**config.mk**
```make
export PLATFORM = sky130hd
export DESIGN_NAME = sr_axi_burst_adapter
export DESIGN_NICKNAME = d
export VERILOG_FILES = /design/src/rtl/sr_axi_adapter_pkg.sv /design/src/rtl/sr_axi_burst_adapter.sv
export SDC_FILE = /design/constraint.sdc
export NUM_CORES = 1
export LEC_CHECK = 0
export CAP_MARGIN = 30
export CORE_MARGIN = 2
export CORE_UTILIZATION = 45
export CTS_BUF_LIST = sky130_fd_sc_hd__clkbuf_8
export CTS_CLUSTER_DIAMETER = 80
export CTS_CLUSTER_SIZE = 20
export DETAILED_ROUTE_END_ITERATION = 8
export PLACE_DENSITY = 0.95
export RECOVER_POWER = 100
export SLEW_MARGIN = 20
export SYNTH_ARGS = -nofsm -noshare
export SYNTH_HDL_FRONTEND = slang
export SYNTH_SLANG_ARGS = --single-unit
```
**constraint.sdc**
```tcl
create_clock -name clk -period 5.1 [get_ports clk]
set_input_delay 1.02 -clock clk [delete_from_list [all_inputs] [get_ports clk]]
set_output_delay 1.02 -clock clk [all_outputs]
set_load 0.1 [all_outputs]
```
**src/rtl/sr_axi_adapter_pkg.sv**
```systemverilog
// Shared types for the CPU-port to AXI burst adapter: FSM states, AXI channel
// bundles and the burst/response encodings used on them.
package sr_axi_adapter_pkg;

  localparam int AXI_ADDR_W   = 16;
  localparam int AXI_DATA_W   = 8;
  localparam int AXI_STRB_W   = AXI_DATA_W / 8;
  localparam int MAX_ID_WIDTH = 4;
  localparam int USER_W       = 4;

  localparam logic [1:0] BURST_INCR  = 2'b01;
  localparam logic [1:0] RESP_OKAY   = 2'b00;
  localparam logic [1:0] RESP_SLVERR = 2'b10;
  localparam logic [1:0] RESP_DECERR = 2'b11;

  typedef enum logic [2:0] {
    ST_IDLE    = 3'd0,
    ST_WR_AW   = 3'd1,
    ST_WR_DATA = 3'd2,
    ST_WR_B    = 3'd3,
    ST_RD_AR   = 3'd4,
    ST_RD_DATA = 3'd5,
    ST_RESP    = 3'd6
  } state_e;

  typedef struct packed {
    logic [MAX_ID_WIDTH-1:0] awid;
    logic [AXI_ADDR_W-1:0]   awaddr;
    logic [7:0]              awlen;
    logic [2:0]              awsize;
    logic [1:0]              awburst;
    logic                    awlock;
    logic [3:0]              awcache;
    logic [2:0]              awprot;
    logic [3:0]              awqos;
    logic [USER_W-1:0]       awuser;
    logic                    awvalid;
    logic [AXI_DATA_W-1:0]   wdata;
    logic [AXI_STRB_W-1:0]   wstrb;
    logic                    wlast;
    logic [USER_W-1:0]       wuser;
    logic                    wvalid;
    logic                    bready;
    logic [MAX_ID_WIDTH-1:0] arid;
    logic [AXI_ADDR_W-1:0]   araddr;
    logic [7:0]              arlen;
    logic [2:0]              arsize;
    logic [1:0]              arburst;
    logic                    arlock;
    logic [3:0]              arcache;
    logic [2:0]              arprot;
    logic [3:0]              arqos;
    logic [USER_W-1:0]       aruser;
    logic                    arvalid;
    logic                    rready;
  } axi_mosi_t;

  typedef struct packed {
    logic                    awready;
    logic                    wready;
    logic [MAX_ID_WIDTH-1:0] bid;
    logic [1:0]              bresp;
    logic                    bvalid;
    logic                    arready;
    logic [MAX_ID_WIDTH-1:0] rid;
    logic [AXI_DATA_W-1:0]   rdata;
    logic [1:0]              rresp;
    logic                    rlast;
    logic                    rvalid;
  } axi_miso_t;

  function automatic int beats_f(input int mem_w, input int axi_w);
    return mem_w / axi_w;
  endfunction

  function automatic logic [2:0] axsize_f(input int axi_w);
    return 3'($clog2(axi_w / 8));
  endfunction

endpackage

```
**src/rtl/sr_axi_burst_adapter.sv**
```systemverilog
// Single-outstanding CPU memory port to AXI master: one CPU word becomes one
// INCR burst of narrow beats, with ID/response checking folded into mem_err_o.
module sr_axi_burst_adapter
  import sr_axi_adapter_pkg::*;
#(
  parameter int ADDR_WIDTH     = AXI_ADDR_W,
  parameter int MEM_DATA_WIDTH = 32,
  parameter int AXI_DATA_WIDTH = AXI_DATA_W,
  parameter int ID_W_WIDTH     = 4,
  parameter int ID_R_WIDTH     = 4,
  parameter logic [MAX_ID_WIDTH-1:0] TXN_ID = '0
) (
  input  logic                        clk,
  input  logic                        rst_n,
  input  logic                        mem_wr_i,
  input  logic [ADDR_WIDTH-1:0]       mem_addr_i,
  input  logic [MEM_DATA_WIDTH/8-1:0] mem_be_i,
  input  logic [MEM_DATA_WIDTH-1:0]   mem_wdata_i,
  input  logic                        mem_req_valid_i,
  output logic                        mem_req_ready_o,
  output logic                        mem_resp_valid_o,
  input  logic                        mem_resp_ready_i,
  output logic [MEM_DATA_WIDTH-1:0]   mem_rdata_o,
  output logic                        mem_err_o,
  input  axi_miso_t                   in_miso_i,
  output axi_mosi_t                   in_mosi_o
);

  localparam int BEATS    = beats_f(MEM_DATA_WIDTH, AXI_DATA_WIDTH);
  localparam int BE_W     = MEM_DATA_WIDTH / 8;
  localparam int AXI_BE_W = AXI_DATA_WIDTH / 8;
  localparam int CNT_W    = $clog2(BEATS) + 1;
  localparam logic [CNT_W-1:0] LAST_BEAT = CNT_W'(BEATS - 1);
  localparam logic [CNT_W-1:0] SAT_BEAT  = CNT_W'(BEATS);
  localparam logic [7:0]       AX_LEN    = 8'(BEATS - 1);
  localparam logic [2:0]       AX_SIZE   = axsize_f(AXI_DATA_WIDTH);
  localparam logic [ADDR_WIDTH-1:0] ADDR_MASK = ~ADDR_WIDTH'(BE_W - 1);
  localparam logic [MAX_ID_WIDTH-1:0] ID_W_MASK = MAX_ID_WIDTH'((64'd1 << ID_W_WIDTH) - 64'd1);
  localparam logic [MAX_ID_WIDTH-1:0] ID_R_MASK = MAX_ID_WIDTH'((64'd1 << ID_R_WIDTH) - 64'd1);

  state_e                    state_r, state_s;
  logic [ADDR_WIDTH-1:0]     addr_r;
  logic [BE_W-1:0]           be_r;
  logic [MEM_DATA_WIDTH-1:0] wdata_r, rdata_r;
  logic [CNT_W-1:0]          beat_r, beat_idx_s;
  logic                      err_r;
  logic req_hs_s, aw_hs_s, w_hs_s, b_hs_s, ar_hs_s, r_hs_s;
  logic last_beat_s, b_err_s, r_err_s;
  int                        data_ofs_s, strb_ofs_s;
  axi_mosi_t                 mosi_s;

  // Handshake qualifiers, beat slice offsets and per-response error terms
  always_comb begin
    req_hs_s    = (state_r == ST_IDLE) && mem_req_valid_i;
    aw_hs_s     = (state_r == ST_WR_AW) && in_miso_i.awready;
    w_hs_s      = (state_r == ST_WR_DATA) && in_miso_i.wready;
    b_hs_s      = (state_r == ST_WR_B) && in_miso_i.bvalid;
    ar_hs_s     = (state_r == ST_RD_AR) && in_miso_i.arready;
    r_hs_s      = (state_r == ST_RD_DATA) && in_miso_i.rvalid;
    last_beat_s = (beat_r == LAST_BEAT);
    beat_idx_s  = (beat_r < SAT_BEAT) ? beat_r : LAST_BEAT;
    data_ofs_s  = int'(beat_idx_s) * AXI_DATA_WIDTH;
    strb_ofs_s  = int'(beat_idx_s) * AXI_BE_W;
    b_err_s     = (in_miso_i.bresp inside {RESP_SLVERR, RESP_DECERR}) ||
                  (((in_miso_i.bid ^ TXN_ID) & ID_W_MASK) != '0);
    // Count saturates at BEATS, so any beat seen there is a surplus beat
    r_err_s     = (in_miso_i.rresp inside {RESP_SLVERR, RESP_DECERR}) ||
                  (((in_miso_i.rid ^ TXN_ID) & ID_R_MASK) != '0) ||
                  (in_miso_i.rlast && !last_beat_s) ||
                  (beat_r == SAT_BEAT);
  end

  // FSM state register
  always_ff @(posedge clk or negedge rst_n) begin
    if (!rst_n) state_r <= ST_IDLE;
    else        state_r <= state_s;
  end

  // FSM next-state logic
  always_comb begin
    state_s = state_r;
    case (state_r)
      ST_IDLE:    if (req_hs_s) state_s = mem_wr_i ? ST_WR_AW : ST_RD_AR;
                  else          state_s = ST_IDLE;
      ST_WR_AW:   if (aw_hs_s) state_s = ST_WR_DATA; else state_s = ST_WR_AW;
      ST_WR_DATA: if (w_hs_s && last_beat_s) state_s = ST_WR_B; else state_s = ST_WR_DATA;
      ST_WR_B:    if (b_hs_s) state_s = ST_RESP; else state_s = ST_WR_B;
      ST_RD_AR:   if (ar_hs_s) state_s = ST_RD_DATA; else state_s = ST_RD_AR;
      ST_RD_DATA: if (r_hs_s && in_miso_i.rlast) state_s = ST_RESP; else state_s = ST_RD_DATA;
      ST_RESP:    if (mem_resp_ready_i) state_s = ST_IDLE; else state_s = ST_RESP;
      default:    state_s = ST_IDLE;
    endcase
  end

  // Request capture, beat counter, read-data assembly and sticky error
  always_ff @(posedge clk or negedge rst_n) begin
    if (!rst_n) begin
      addr_r  <= '0;
      be_r    <= '0;
      wdata_r <= '0;
      rdata_r <= '0;
      beat_r  <= '0;
      err_r   <= 1'b0;
    end else begin
      case (state_r)
        ST_IDLE: begin
          if (req_hs_s) begin
            addr_r  <= mem_addr_i & ADDR_MASK;
            be_r    <= mem_be_i;
            wdata_r <= mem_wdata_i;
            rdata_r <= '0;
            beat_r  <= '0;
            err_r   <= 1'b0;
          end
        end
        ST_WR_DATA: if (w_hs_s) beat_r <= beat_r + CNT_W'(1);
        ST_WR_B:    if (b_hs_s) err_r <= err_r | b_err_s;
        ST_RD_DATA: begin
          if (r_hs_s) begin
            if (beat_r < SAT_BEAT) begin
              rdata_r[data_ofs_s +: AXI_DATA_WIDTH] <= in_miso_i.rdata;
              beat_r <= beat_r + CNT_W'(1);
            end
            err_r <= err_r | r_err_s;
          end
        end
        default: ;
      endcase
    end
  end

  // AXI channel outputs decoded from registered state and payload
  always_comb begin
    mosi_s         = '0;
    mosi_s.awid    = TXN_ID & ID_W_MASK;
    mosi_s.awaddr  = AXI_ADDR_W'(addr_r);
    mosi_s.awlen   = AX_LEN;
    mosi_s.awsize  = AX_SIZE;
    mosi_s.awburst = BURST_INCR;
    mosi_s.arid    = TXN_ID & ID_R_MASK;
    mosi_s.araddr  = AXI_ADDR_W'(addr_r);
    mosi_s.arlen   = AX_LEN;
    mosi_s.arsize  = AX_SIZE;
    mosi_s.arburst = BURST_INCR;
    mosi_s.wdata   = wdata_r[data_ofs_s +: AXI_DATA_WIDTH];
    mosi_s.wstrb   = be_r[strb_ofs_s +: AXI_BE_W];
    mosi_s.wlast   = last_beat_s;
    case (state_r)
      ST_WR_AW:   mosi_s.awvalid = 1'b1;
      ST_WR_DATA: mosi_s.wvalid  = 1'b1;
      ST_WR_B:    mosi_s.bready  = 1'b1;
      ST_RD_AR:   mosi_s.arvalid = 1'b1;
      ST_RD_DATA: mosi_s.rready  = 1'b1;
      default:    mosi_s.bready  = 1'b0;
    endcase
  end

  assign in_mosi_o        = mosi_s;
  assign mem_req_ready_o  = (state_r == ST_IDLE);
  assign mem_resp_valid_o = (state_r == ST_RESP);
  assign mem_rdata_o      = rdata_r;
  assign mem_err_o        = err_r;

endmodule

```
### Yosys cells after proc, flatten, opt, wreduce, memory -nomap -nowiden

Index checks and enable logic that the tools add are counted.

* add/sub/neg operators: 2
* magnitude comparators: 1
* equal/unequal tests: 17
* shifts and indexed selects: 4
* mux-type cells: 29
* bitwise gates (word level): 2
* reduce and logical (&&, ||, !) cells: 26

Operator list (count)
* 2-to-1 mux 32 bit: 3
* one-hot mux 32 bit (2 select lines): 1
* negator 6 -> 33 bit: 1
* variable shift 8 x 33 -> 32 bit, first input constant: 1
* indexed part select 8 x 33 -> 32 bit: 1
* bitwise mux 32 bit: 1
* indexed part select 32 x 7 -> 8 bit: 1
* 2-to-1 mux 3 bit: 9
* one-hot mux 3 bit (7 select lines): 1
* equality test 3 bit, second input constant: 4
* 2-to-1 mux 1 bit: 10
* equality test 3 x 2 -> 1 bit, second input constant: 3
* logical AND 1 bit: 9
* one-hot mux 3 bit (3 select lines): 1
* equality test 2 bit, second input constant: 4
* AND reduction 4 bit: 2
* nonzero test 4 bit: 2
* inequality test 2 bit, second input constant: 3
* nonzero test 2 bit: 3
* nonzero test 3 bit: 2
* AND reduction 5 bit: 1
* logical OR 1 bit: 4
* 2-to-1 mux 2 bit: 2
* inequality test 2 x 1 -> 1 bit, second input constant: 2
* 9 further kinds: 10

* register bits: 89
* logic and storage cells: 88

### Logic depth before layout (Yosys ltp)

Gate-level depths: netlist (run 1).

* depth in word-level cells: 8
* mapped depth: 9
* mapped depth without buffers: 7

### Worst setup path before layout (run 1)

Ideal clock, no wire load.

* path type: register to output
* start point: register state_r[2]
* end point: output port in_mosi_o[52] in the netlist's numbering
* data arrival time: 2846 ps
* required time: 4080 ps
* slack: 1234 ps
* stages on the path, launching flop included: 3
* path buffers: 1
* path through: dfrtp_1 > clkbuf_1 > nor3b_1

RTL lines
* from (decl): RTL line sr_axi_burst_adapter.sv:41 `state_e state_r, state_s;`
* from (signal assigned): RTL line sr_axi_burst_adapter.sv:76 `else state_r <= state_s;`
* to (decl): RTL line sr_axi_burst_adapter.sv:26 `output axi_mosi_t in_mosi_o`

==> key figures, run 1 <==
Worst setup path
  – CP startpoint kind: register
  – Cell at the slowest stage of the critical path: dfrtp_1
  – Worst path required time: 4080 ps
  – Largest stage delay, worst path: 750 ps
  – Crit Path Class: register to primary output
  – WP data arrival: 3230 ps
  – Crit path buf inv count: 2
  – Crit. End Element: primary output
  – Kind of cell adding the most delay to the critical path: buffers and inverters
  – FF-to-FF setup slack: 1880 ps
  – Crit Path Max Fanout: 14
  – Crit-path cells: or2_0 -> inv_1 -> a211oi_1 -> a21oi_1 -> clkbuf_1

Clock network
  – CTS Root Cell: clkbuf_8
  – Post-CTS Setup Inserts: 0
  – Clock slew seen by the registers of the worst setup and hold paths: 90 ps
  – Hold buffers post-CTS: 0
  – Clk_lat worst skew: 350 ps
  – Clock Sinks: 89
  – Post-CTS sizing: 0
  – Clk buf depth: 2
  – Num CTS Buffers: 9
  – H-tree Lvls: 3
  – CTS tree: built

Synth
  – Register area share after synthesis: 47.9%
  – Synth warn: 0
  – Cells after Synth: 514
  – Post-Synth Simple-Gate Area: 18.3%
  – Ys async rst share: 100%
  – Leading area contributor after synthesis: dfrtp_1
  – Adder-Cell Fraction of Synth Area: 1.35%
  – Multiplexer share of the synthesized area: 2.18%
  – Main combinational cell family by area after synthesis: simple AND/OR/NAND/NOR gates
  – Post-synth top area share: 47.9%
  – Syn Area/Cell: 9.04 um^2
  – Post-Syn Area: 0.00465 mm^2
  – Synth area leaders: dfrtp_1, buf_4, nand2_1, a22o_1, mux2i_1
  – Seq cells post-synth: 89
  – Compound-Gate Fraction of Synth Area: 12.0%
  – Post-synthesis cell type count: 40
  – Most used DFF post-synth: dfrtp_1
  – EDFF count, synth: 0
  – Post-synthesis xor/xnor area fraction: 0%

GRT
  – Vias in the first global route: 3741
  – Global route overflow: 0
  – All-layer global routing usage: 20.4%
  – Antenna violations before repair: 0
  – Global-route wire length before repair: 18100 um
  – Largest net degree at the start of global routing: 53

Detailed routing
  – DR WL/cell: 14.7 um
  – First-pass iteration count of the detailed router: 4
  – Routed WL: 11600 um
  – DRC viols: 0
  – Via density per instance: 4.89
  – Post-route ant nets: 0
  – DR vias: 3846
  – Iter 0 DRT Violations: 224

Final layout
  – Layout cells sized above 1: 3.84%
  – FF+latch area: 0.00223 mm^2
  – P&R area growth vs syn: 31.3%
  – Multi-input logic area: 0.00185 mm^2
  – Number of fill cells: 907
  – Antenna diodes: 0
  – Layout net count: 734

Floorplanning
  – Die Width: 106 um
  – Die Y: 106 um
  – Die Area: 0.0112 mm^2
  – Io pins: 235
  – Starting Density: 45.6%
  – Core box area: 0.0102 mm^2
  – Row cnt: 37

Hold path
  – Worst min path class: register to register

Timing
  – Worst relative slew slack: -55.2%
  – Worst slew pin tran: 2330 ps
  – Hold Vio Cnt, Final: 0
  – Max frequency: 236 MHz
  – Final Skew: 12.3 ps
  – Crit path time final: 4250 ps
  – Fin. max-slew vios: 44
  – Setup violators final: 0
  – RSZ-0062 raised after global routing: false
  – Setup TNS: 0 ps
  – Tcrit/Tclk final: 83.3%

Status
  – Outcome: complete, but fails checks
  – Failing checks: max-capacitance violations, max-slew violations

Job
  – Max Cap Viol: 1

Place
  – Final HPWL DP: 8720 um
  – PortBufs: 156
  – Final Wtd Congestion: 0.847
-- logic make-up after synthesis --
| family | Yosys count |
|---|---|
| flip-flops | 89 |
| buffers and inverters | 131 |
| AND/OR/NAND/NOR | 202 |
| AO/OA/AOI/OAI | 75 |
| adder cells (fa/ha/maj) | 5 |
| multiplexers | 10 |
| other | 2 |
-- worst paths after layout --
kind                            startpoint        endpoint  cells past startpoint
worst max-delay path             beat_r[0]   in_mosi_o[61]                      5
worst min-delay path               be_r[3]         be_r[3]                      2
worst max register to register   beat_r[0]  mem_rdata_o[0]                      5
worst min register to register     be_r[3]         be_r[3]                      2
max in group asynchronous            rst_n  mem_rdata_o[0]                      1
min in group asynchronous            rst_n       addr_r[2]                      1
-- synth_stat cells, types with 5 or more instances --
library cell	n
inv_1	18
a21oi_1	11
o31ai_1	8
and2_0	7
ha_1	5
a22o_1	27
mux2i_1	9
dfrtp_1	89
clkbuf_1	17
nor3_1	6
nand2_1	162
a211oi_1	10
nor2_1	5
buf_4	89
-- final cells by class --
cell class              instances  area share, %
flip-flops and latches         89           36.5
well taps                     136           2.79
clock inverters                 6           1.48
inverters                      20           1.23
clock buffers                  10           2.26
repair buffers                160           25.5
multi-input cells             366           30.3
-- per-layer routing --
| metal | wire length [um] | track usage, % |
|---|---|---|
| met1 | 4680 | 24.7 |
| met2 | 5850 | 35.2 |
| met3 | 765 | 4.51 |
| met4 | 268 | 8.08 |
| met5 | 0 | 0 |
-- worst register-to-register path: cells and delay by family (launching register included) --
family                     cells  cell delay, ps
AOI/OAI and AO/OA              2             970
DFF                            1             750
and+or+nand+nor                1             690
buffers and inverters          1             380
adders and majority gates      1             370
-- stage by stage --
stage	worst slack [ps]	hold slack, ps	instances	utilization (%)	cell area (um^2)
after detailed placement	1730	456	769	57.8	5890
after CTS	1320	478	785	60.0	6110
after floorplan	1230	437	586	-	4920
after global placement	1750	450	768	57.6	5870
final	854	474	787	59.9	6100
after global routing	645	496	787	59.9	6100
-- registers in the layout, summed over array words and instances, names as in the netlist --
| signal | cells |
|---|---|
| beat_r | 3 |
| mem_rdata_o | 32 |
| mem_err_o | 1 |
| state_r | 3 |
| be_r | 4 |
| wdata_r | 32 |
| addr_r | 14 |
-- placed cells by master, fill, tap and decap left out, types with 5 or more instances in the layout --
master,Yosys,routed
a21oi_1,11,11
a22o_1,27,27
o21ai_0,4,7
dfrtp_1,89,89
o31ai_1,8,8
conb_1,2,74
clkdlybuf4s50_1,0,74
mux2i_1,9,9
clkbuf_8,0,10
dlygate4sd3_1,0,72
inv_1,18,19
nor2_1,5,5
a211oi_1,10,10
clkbuf_1,17,8
and2_0,7,8
nand2_1,162,162
nor3_1,6,6
ha_1,5,5
Power of run 1 is not shown: default switching activity piles up to over one toggle a cycle in this logic, so the estimate is an artifact.
==> inputs of run 2 (changes only) <==
--- a/config.mk
+++ b/config.mk
@@ -7,7 +7,7 @@
 export LEC_CHECK = 0
 export CAP_MARGIN = 30
 export CORE_MARGIN = 2
-export CORE_UTILIZATION = 45
+export CORE_UTILIZATION = 42
 export CTS_BUF_LIST = sky130_fd_sc_hd__clkbuf_8
 export CTS_CLUSTER_DIAMETER = 80
 export CTS_CLUSTER_SIZE = 20
==> constraint.sdc (replaced) <==
create_clock -name clk -period 4.35 [get_ports clk]
set_input_delay 0.87 -clock clk [delete_from_list [all_inputs] [get_ports clk]]
set_output_delay 0.87 -clock clk [all_outputs]
set_load 0.1 [all_outputs]
==> run 2 against run 1 <==
Compared with the run above: the run still ends with max-capacitance violations, max-slew violations left; sequential share of layout area grew 0.31 points; clock skew rose by 4.5 ps; register-to-register slack got worse by 380 ps; core utilization shrank 4.1 points; flip-flop and latch count is the same; worst setup slack worse by 160 ps; critical path depth unchanged; hold slack worse by 1.0 ps; non-clock buffer count unchanged; highest routed layer unchanged.
==> key figures, run 2 (synthesized netlist as in run 1, its figures left out) <==
Status
  – Outcome: complete, but fails checks (unchanged)
  – Failing checks: max-capacitance violations, max-slew violations (unchanged)

Floorplanning
  – Die Y: 109 um (was 106 um)
  – Die Width: 109 um (was 106 um)
  – Row cnt: 38 (was 37)
  – Core box area: 0.0108 mm^2 (was 0.0102 mm^2)
  – Die Area: 0.0119 mm^2 (was 0.0112 mm^2)
  – Starting Density: 42.9% (was 45.6%)
  – Io pins: 235 (unchanged)

Clock network
  – Num CTS Buffers: 9 (unchanged)
  – Post-CTS Setup Inserts: 0 (unchanged)
  – CTS tree: built (unchanged)
  – CTS Root Cell: clkbuf_8 (unchanged)
  – Clock Sinks: 89 (unchanged)
  – Clock slew seen by the registers of the worst setup and hold paths: 90 ps (about the same)
  – Post-CTS sizing: 0 (unchanged)
  – Clk_lat worst skew: 360 ps (was 350 ps)
  – H-tree Lvls: 3 (unchanged)
  – Clk buf depth: 2 (unchanged)
  – Hold buffers post-CTS: 0 (unchanged)

Final layout
  – Antenna diodes: 0 (unchanged)
  – Number of fill cells: 976 (was 907)
  – Layout cells sized above 1: 4.76% (was 3.84%)
  – Most common cell after layout, fill and taps aside: nand2_1 (unchanged)
  – Layout net count: 734 (unchanged)
  – Most frequent cells in the layout: nand2_1, dfrtp_1, clkdlybuf4s50_1, conb_1, dlygate4sd3_1 (was nand2_1, dfrtp_1, conb_1, clkdlybuf4s50_1, dlygate4sd3_1)
  – P&R area growth vs syn: 30.2% (was 31.3%)

Detailed routing
  – First-pass iteration count of the detailed router: 5 (was 4)
  – DR WL/cell: 14.2 um (was 14.7 um)
  – Routed WL: 11200 um (was 11600 um)
  – DR vias: 3737 (was 3846)
  – Iter 0 DRT Violations: 221 (was 224)
  – DRC viols: 0 (unchanged)
  – Post-route ant nets: 0 (unchanged)
  – Via density per instance: 4.72 (was 4.89)

Worst setup path
  – Cell at the slowest stage of the critical path: dfrtp_1 (unchanged)
  – CP startpoint: beat_r[0] (unchanged)
  – Worst path required time: 3480 ps (was 4080 ps)
  – Kind of cell adding the most delay to the critical path: buffers and inverters (unchanged)
  – Crit. End Element: primary output (unchanged)
  – CP startpoint kind: register (unchanged)
  – WP data arrival: 2790 ps (was 3230 ps)
  – Crit path buf inv count: 2 (unchanged)
  – Worst reg2reg path startpoint: state_r[0] (was beat_r[0])
  – Crit Path Class: register to primary output (unchanged)
  – Crit Path Max Fanout: 14 (unchanged)
  – Largest stage delay, worst path: 620 ps (was 750 ps)
  – Crit-path cells: or2_2 -> inv_1 -> a211oi_1 -> a21oi_1 -> clkbuf_2 (was or2_0 -> inv_1 -> a211oi_1 -> a21oi_1 -> clkbuf_1)

GRT
  – Antenna violations before repair: 0 (unchanged)
  – All-layer global routing usage: 19.0% (was 20.4%)
  – Largest net degree at the start of global routing: 68 (was 53)
  – Global route overflow: 0 (unchanged)
  – Vias in the first global route: 3407 (was 3741)
  – Global-route wire length before repair: 17500 um (was 18100 um)

Hold path
  – Worst min path class: register to register (unchanged)
  – Hold_sp: wdata_r[25] (was be_r[3])

Timing
  – Worst relative slew slack: -11.6% (was -55.2%)
  – Worst slew pin tran: 1670 ps (was 2330 ps)
  – Setup TNS: 0 ps (unchanged)
  – Fin. max-slew vios: 68 (was 44)
  – Tcrit/Tclk final: 84.1%
  – Hold Vio Cnt, Final: 0 (unchanged)
  – Setup violators final: 0 (unchanged)
  – Final Skew: 16.8 ps (was 12.3 ps)
  – RSZ-0062 raised after global routing: false (unchanged)
  – Crit path time final: 3660 ps
  – Max frequency: 273 MHz

Job
  – Max Cap Viol: 1 (unchanged)

Place
  – Final Wtd Congestion: 0.830 (was 0.847)
  – Final HPWL DP: 8420 um (was 8720 um)
  – PortBufs: 156 (unchanged)
run 2: area by class of cell:
class | count | area [um^2] | area share (%)
sequential | 89 | 2230 | 36.8
clock inverter | 7 | 60.1 | 0.992
clock buffer | 9 | 124 | 2.05
inverter | 20 | 75.1 | 1.24
tap | 140 | 175 | 2.89
timing repair buffer | 160 | 1540 | 25.5
multi-input combinational | 366 | 1850 | 30.5
run 2: worst min-delay path, cell delays in order, from the launching register on:
cell     delay (ps)
dfrtp_1         350
nand2_1          50
nand2_1          50
run 2: final timing paths:
path                       cells after the start             to  slack, ps
setup / recovery                               5  in_mosi_o[62]        690
hold / removal                                 2    wdata_r[25]        470
setup reg to reg                               5        be_r[1]       1500
hold reg to reg                                2    wdata_r[25]        470
max in group asynchronous                      2    wdata_r[27]       1570
min in group asynchronous                      1      addr_r[2]        920
run 2: routing by layer:
metal	share of wire (%)	wire length (um)	up-vias	GRT usage [%]
met5	0	0	-	0
met4	1.3	143	0	5.33
met3	7.0	790	11	3.71
met2	49	5510	176	32.3
met1	43	4810	1751	24.8
li1	-	-	1799	-
run 2: metrics by stage:
step           cells  setup slack, ps  cell area [um^2]  util, %  hold slack (ps)
2_1_floorplan    586              634              4920        -              437
3_5_place_dp     774             1260              5900     54.5              455
5_1_grt          791              523              6050     55.8              496
6_report         791              691              6050     55.8              473
3_3_place_gp     773             1320              5880     54.2              454
4_1_cts          790              851              6090     56.2              477
Power of run 2 is left out for the same reason.
==> inputs of run 3 (changes only) <==
==> constraint.sdc (replaced) <==
create_clock -name clk -period 3.6 [get_ports clk]
set_input_delay 0.72 -clock clk [delete_from_list [all_inputs] [get_ports clk]]
set_output_delay 0.72 -clock clk [all_outputs]
set_load 0.1 [all_outputs]
==> run 3 against run 2 <==
Compared with the run above: register-to-register slack lost 960 ps; global-route usage grew 0.24 points; flip-flop and latch count is the same; clock skew shrank 7.5 ps; sequential share of layout area shrank 0.29 points; core utilization grew 0.45 points; worst setup slack lost 260 ps; die area is the same; the flow still finishes with violations (max-capacitance violations, max-slew violations); wire length grew 4.1%; critical path depth is the same.
==> key figures, run 3 (synthesized netlist as in run 1, its figures left out) <==
Floorplanning
  – Die Width: 109 um (unchanged)
  – Io pins: 235 (unchanged)
  – Core box area: 0.0108 mm^2 (unchanged)
  – Row cnt: 38 (unchanged)
  – Die Y: 109 um (unchanged)
  – Starting Density: 42.9% (unchanged)
  – Die Area: 0.0119 mm^2 (unchanged)

Worst setup path
  – WP data arrival: 2450 ps (was 2790 ps)
  – Worst reg2reg path depth: 5 (unchanged)
  – Largest stage delay, worst path: 490 ps (was 620 ps)
  – R2R Path End: wdata_r[22] (was be_r[1])
  – FF-to-FF setup slack: 540 ps (was 1500 ps)
  – CP startpoint: beat_r[2] (was beat_r[0])
  – Worst path required time: 2880 ps (was 3480 ps)
  – Cell at the slowest stage of the critical path: clkbuf_2 (was dfrtp_1)
  – Crit path buf inv count: 2 (unchanged)
  – Kind of cell adding the most delay to the critical path: buffers and inverters (unchanged)
  – Crit Path Max Fanout: 14 (unchanged)
  – CP startpoint kind: register (unchanged)
  – Crit. End Element: primary output (unchanged)
  – Crit path depth: 5 (unchanged)
  – Worst reg2reg path startpoint: state_r[0] (unchanged)
  – Crit Path Class: register to primary output (unchanged)
  – Crit-path cells: or2_2 -> inv_1 -> a211oi_1 -> a21oi_1 -> clkbuf_2 (unchanged)
  – CP endpoint: in_mosi_o[64] (was in_mosi_o[62])

Detailed routing
  – DR WL/cell: 14.8 um (was 14.2 um)
  – Routed WL: 11700 um (was 11200 um)
  – Via density per instance: 4.80 (was 4.72)
  – DRC viols: 0 (unchanged)
  – First-pass iteration count of the detailed router: 4 (was 5)
  – Iter 0 DRT Violations: 206 (was 221)
  – DR vias: 3809 (was 3737)
  – Post-route ant nets: 0 (unchanged)

Clock network
  – Clk buf depth: 2 (unchanged)
  – Clk_lat worst skew: 360 ps (about the same)
  – CTS Root Cell: clkbuf_8 (unchanged)
  – Post-CTS Setup Inserts: 0 (unchanged)
  – Num CTS Buffers: 9 (unchanged)
  – CTS tree: built (unchanged)
  – Post-CTS sizing: 0 (unchanged)
  – Hold buffers post-CTS: 0 (unchanged)
  – H-tree Lvls: 3 (unchanged)
  – Clock slew seen by the registers of the worst setup and hold paths: 90 ps (about the same)
  – Clock Sinks: 89 (unchanged)

Timing
  – Worst slew pin tran: 2070 ps (was 1670 ps)
  – Crit path time final: 3170 ps
  – Setup TNS: 0 ps (unchanged)
  – Setup violators final: 0 (unchanged)
  – Fin. max-slew vios: 71 (was 68)
  – Max frequency: 315 MHz
  – Final Skew: 9.32 ps (was 16.8 ps)
  – Tcrit/Tclk final: 88.1%
  – Worst relative slew slack: -38.2% (was -11.6%)
  – Hold Vio Cnt, Final: 0 (unchanged)
  – RSZ-0062 raised after global routing: false (unchanged)

Final layout
  – Most common cell after layout, fill and taps aside: nand2_1 (unchanged)
  – Design area: 0.00610 mm^2 (was 0.00605 mm^2)
  – Layout cells sized above 1: 4.89% (was 4.76%)
  – Most frequent cells in the layout: nand2_1, dfrtp_1, clkdlybuf4s50_1, conb_1, dlygate4sd3_1 (unchanged)
  – Number of fill cells: 962 (was 976)
  – P&R area growth vs syn: 31.3% (was 30.2%)
  – Antenna diodes: 0 (unchanged)
  – Layout net count: 737 (was 734)

Place
  – Final HPWL DP: 8880 um (was 8420 um)
  – Final Wtd Congestion: 0.863 (was 0.830)
  – PortBufs: 156 (unchanged)
  – Placed cell areas: 0.00601 mm^2 (was 0.00590 mm^2)

GRT
  – Antenna violations before repair: 1 (was 0)
  – All-layer global routing usage: 19.3% (was 19.0%)
  – Global-route wire length before repair: 17700 um (was 17500 um)
  – Largest net degree at the start of global routing: 53 (was 68)
  – Vias in the first global route: 3547 (was 3407)
  – Global route overflow: 0 (unchanged)

Status
  – Failing checks: max-capacitance violations, max-slew violations (unchanged)
  – Outcome: complete, but fails checks (unchanged)

Hold path
  – Worst min path class: register to register (unchanged)
  – Hold_sp: wdata_r[24] (was wdata_r[25])

Job
  – Max Cap Viol: 2 (was 1)
-- run 3: cell count changes in the layout (fill, tap and decap cells not counted), sizes merged, moves of 3 or more --
cell	delta
inv	-3
dlygate4sd3	-8
clkbuf	+4
clkinv	+3
buf	+6
-- run 3: final cells by class --
| type | instances | area [um^2] | area share (%) |
|---|---|---|---|
| timing repair buffer | 163 | 1580 | 25.9 |
| clock inverter | 7 | 70.1 | 1.15 |
| inverter | 20 | 75.1 | 1.23 |
| multi-input combinational | 366 | 1850 | 30.3 |
| tap | 140 | 175 | 2.87 |
| sequential | 89 | 2230 | 36.5 |
| clock buffer | 9 | 124 | 2.03 |
-- run 3: worst min-delay path by stage --
stage	slack, ps	cells past startpoint	to
2_1_floorplan	420	0	addr_r[10]
3_3_place_gp	450	2	wdata_r[25]
3_5_place_dp	460	2	wdata_r[24]
4_1_cts	320	1	mem_rdata_o[19]
5_1_grt	490	2	wdata_r[24]
6_report	470	2	wdata_r[24]
-- run 3: layer usage --
metal  GRT usage (%)  part of all wire (%)  vias up  routed length (um)
met4            7.78                   2.7        2                 316
li1                -                     -     1795                   -
met2            33.9                    49      201                5730
met1            23.1                    41     1782                4770
met5               0                  0.11        -                  13
met3            3.83                   7.5       29                 881
-- run 3: stage by stage --
stage	util (%)	hold WS, ps	std cells	setup slack [ps]
finish	56.3	472	794	427
global route	56.3	494	794	236
CTS	57.2	324	793	579
detailed placement	55.4	457	777	922
global placement	55.4	454	777	983
floorplan	-	424	586	22.7
-- run 3: worst min-delay path, stage by stage, from the launching register on --
cell and delay (ps):
dfrtp_1 340, nand2_1 50, nand2_1 50
Power of run 3 is left out for the same reason.
